$ cat src/rtl/des_round_controller.sv
// des_round_controller: sequences load, 16 Feistel rounds, output capture and done for one DES block
module des_round_controller (
    input  logic       clk,
    input  logic       n_rst,
    input  logic       start,
    input  logic       decrypt,
    output logic       ready,
    output logic       load_block,
    output logic       key_load,
    output logic       round_en,
    output logic [3:0] round_num,
    output logic [1:0] shift_amt,
    output logic       shift_right,
    output logic       out_load,
    output logic       done
);

    typedef enum logic [2:0] {IDLE, LOAD, ROUND, FINISH, DONE} state_t;

    state_t     state, state_nxt;
    logic [3:0] cnt, cnt_nxt;
    logic       mode, mode_nxt;

    // State, round counter and latched mode registers; reset aborts any block in flight
    always_ff @(posedge clk or negedge n_rst) begin
        if (!n_rst) begin
            state <= IDLE;
            cnt   <= 4'd0;
            mode  <= 1'b0;
        end else begin
            state <= state_nxt;
            cnt   <= cnt_nxt;
            mode  <= mode_nxt;
        end
    end

    // Next state; counter runs only inside ROUND and is cleared on leaving it, mode latched on accept
    always_comb begin
        state_nxt = state;
        cnt_nxt   = 4'd0;
        mode_nxt  = mode;
        case (state)
            IDLE: begin
                state_nxt = start ? LOAD : IDLE;
                mode_nxt  = start ? decrypt : mode;
            end
            LOAD:   state_nxt = ROUND;
            ROUND: begin
                state_nxt = (cnt == 4'd15) ? FINISH : ROUND;
                cnt_nxt   = (cnt == 4'd15) ? 4'd0 : cnt + 4'd1;
            end
            FINISH: state_nxt = DONE;
            DONE:   state_nxt = IDLE;
            default: state_nxt = IDLE;
        endcase
    end

    // Moore outputs; decrypt skips the rotate before round 0 and rotates right thereafter
    always_comb begin
        ready       = state == IDLE;
        load_block  = state == LOAD;
        key_load    = state == LOAD;
        round_en    = state == ROUND;
        round_num   = (state == ROUND) ? cnt : 4'd0;
        shift_right = mode;
        out_load    = state == FINISH;
        done        = state == DONE;
        shift_amt   = (state != ROUND) ? 2'd0 :
                      (mode && cnt == 4'd0) ? 2'd0 :
                      (cnt == 4'd0 || cnt == 4'd1 || cnt == 4'd8 || cnt == 4'd15) ? 2'd1 : 2'd2;
    end

endmodule

$ cat config.mk
export PLATFORM = sky130hd
export DESIGN_NAME = des_round_controller
export DESIGN_NICKNAME = d
export VERILOG_FILES = /design/src/rtl/des_round_controller.sv
export SDC_FILE = /design/constraint.sdc
export NUM_CORES = 1
export LEC_CHECK = 0
export ABC_AREA = 1
export BUFFER_PORTS_ARGS = -buffer_cell sky130_fd_sc_hd__buf_2
export CAP_MARGIN = 0
export CORE_AREA = 2 2 39 41
export CTS_CLUSTER_DIAMETER = 200
export CTS_CLUSTER_SIZE = 30
export DETAILED_ROUTE_END_ITERATION = 12
export DIE_AREA = 0 0 41 43
export SYNTH_ARGS = -nofsm -noshare
export SYNTH_HDL_FRONTEND = slang
export SYNTH_SLANG_ARGS = --single-unit
$ cat constraint.sdc
create_clock -name clk -period 1.6 [get_ports clk]
set_input_delay 0.24 -clock clk [delete_from_list [all_inputs] [get_ports clk]]
set_output_delay 0.24 -clock clk [all_outputs]
set_load 0.02 [all_outputs]
==> run metrics <==
status=finished, final reports clean; most used routing layer=met2; ratio of cells with drive above 1 in the final layout=42.2%; Psw=0.000541 W; Cell variety after synth=18; met1 GRT Util=17.6%; Mapped Cells=62; Layout Cells excl Fill=99; synthesized area=469 µm²; grt met2 use=19.7%; NumNets Final=92; PwrDens=1780 nW/µm²; unrepaired setup endpoints after global routing=true; Final period util=97.4%; Die ar.=1760 µm²; Comb pwr share=57.6%; global-route wire length before repair=1650 µm; critical setup path kind=register to output port; Synth Net Count=69; final hold viol count=0; predominant post-synthesis flop cell=dfrtp_1; WP data arrival=1320 ps; HPWL after DPL=754 µm; Min-Delay Path Class=input port to register; Critical Path RT=1360 ps; most common cell in the netlist=nor2_1; Mapped Avg Cell Area=7.57 µm²; MaxCap Viol Count=0; Antenna diodes=0; Yosys reg bits=8; Routability Congestion=0.673; Die W=41 µm; H-tree Lvls=1; actual slew at the worst max-slew pin=292 ps; Worst path max stage delay=400 ps; fin. max-slew vios=0; area growth from synthesis to layout=38.7%; drt pass-1 iters=4; number of global-route vias before repair=406; vias per cell=4.78; die height=43 µm; Seq/Total Area, Yosys=42.7%; setup violators final=0; Post-DRT Antenna Nets=0; Post-synth top cells=nor2_1, nand2_1, dfrtp_1; total congestion overflow=0; Port Buf Inserts=16; Clk network pwr share=12.6%; crit path max fanout=4; CTS root buffer=clkbuf_4; clk_skew=1.93 ps; CTS tree=yes; critical path's most frequent cell=nor2_1; largest net degree at the start of global routing=10; GR Util All Layers=14.4%; CTS clk-pin slew, worst paths=50 ps; P_leak=0.332 nW; share of the synthesized area in the top cell type=42.7%; top-level port count=17; Synth area leader=dfrtp_1; Worst setup EP type=output port; ys async rst share=100%; Num CTS Buffers=3; CORE AREA=1380 µm²; # DRC=0; Buf/Inv on CP=1; Sw Share=46.8%; Vias=473; global routing usage on met3=3.66%; initial core utilization=33.9%; worst-skew pair later-pin latency=250 ps; row count=14; largest cells by area after synthesis=dfrtp_1, nor2_1, ha_1, nand2_1, nand3_1; Final Total Pwr=0.00116 W; crit start category=register; min cycle time layout=1560 ps; Peak VDD IR=0.000802 V; placed insts=92; fillers=150; worst hold margin=273 ps; setup TNS=0 ps; Post-synth EDFFs=0; Slowest-stage cell, CP=dfrtp_1; Reg power frac=29.8%; Max Freq=641 MHz; crit path cell chain=ha_2 -> nand3_4 -> nand2_1 -> nor2_1 -> nor2_1 -> buf_4; routed wire length=1090 µm; total number of yosys warnings=0; initial DRC count=13; clock buffer depth=2; antenna violations before repair=0; Pint=0.000615 W; CTS Sinks=8; CP delay by family, top=flip-flops; slew margin rel.=80.5%; wire per inst=11.0 µm
-- cell families after synthesis --
logic type	count (synthesis)	synth area share, %
AOI/OAI and AO/OA	2	2.13
xor gates and xnor gates	1	1.87
adders and majority gates	3	8.00
and+or+nand+nor	39	37.1
buffers and inverters	9	8.27
DFF	8	42.7
-- stage by stage --
| step | utilization [%] | setup slack, ps | area, µm² |
|---|---|---|---|
| 6_report | 47.0 | 40.9 | 651 |
| 5_1_grt | 47.0 | -96.8 | 651 |
| 3_5_place_dp | 40.2 | 222 | 557 |
| 4_1_cts | 44.8 | 5.67 | 619 |
| 3_3_place_gp | 40.2 | 234 | 557 |
| 2_1_floorplan | - | 152 | 469 |
-- path summary, 6_finish.rpt --
kind	endpoint	slack, ps	cells after the start	startpoint
worst min register to register	state[1]	490	1	state[2]
max in group asynchronous	state[0]	1070	2	n_rst
worst max register to register	state[0]	570	3	cnt[0]
worst max-delay path	shift_amt[0]	40	6	cnt[0]
worst min-delay path	shift_right	270	3	decrypt
min in group asynchronous	cnt[0]	360	2	n_rst
-- power by group through the flow --
stage / logic (W) / registers, W / clock network, W
6_report: 0.000666 / 0.000345 / 0.000146
5_1_grt: 0.000739 / 0.000356 / 0.000168
4_1_cts: 0.000622 / 0.000334 / 0.000155
3_5_place_dp: 0.000559 / 0.000345 / 0
3_3_place_gp: 0.000560 / 0.000340 / 0
2_1_floorplan: 0.000404 / 0.000343 / 0
-- registers in the layout (all words and copies together) (netlist names) --
| name | flops |
|---|---|
| cnt | 4 |
| state | 3 |
| shift_right | 1 |
-- routing by layer --
layer	vias up	routed length, µm
li1	240	-
met1	218	446
met2	13	584
met3	2	48
met4	0	9
met5	-	0
-- cell usage in the layout, fill, tap and decap left out, types with 2 or more instances in the layout --
cell and instances:
nor2_1 16, buf_2 14, nand2_1 9, dfrtp_1 7, buf_4 5, inv_2 4
nand3_1 3, inv_1 3, clkbuf_4 3, nand2_2 2, nor3_1 2, nand3_4 2
nand4_1 2, ha_2 2
-- cell type report --
cell class | instances | area, µm² | share of cell area [%]
Multi-Input combinational cell | 45 | 263 | 40.4
Sequential cell | 8 | 201 | 31.0
Timing Repair Buffer | 20 | 118 | 18.1
Inverter | 7 | 26.3 | 4.04
Clock buffer | 3 | 22.5 | 3.46
Tap cell | 16 | 20.0 | 3.08
-- worst min-delay path: cells and delay by family --
kind	cells	cell delay, ps
buffers and inverters	1	100
AND/OR/NAND/NOR	2	140
-- timing repair --
action	CTS	global route
hold endpoints to repair	8	0
resized for setup	2	10
buffers inserted	3	0
hold buffers	1	0
setup endpoints to repair	2	7
No activity file was read; power rests on OpenSTA's default activity.
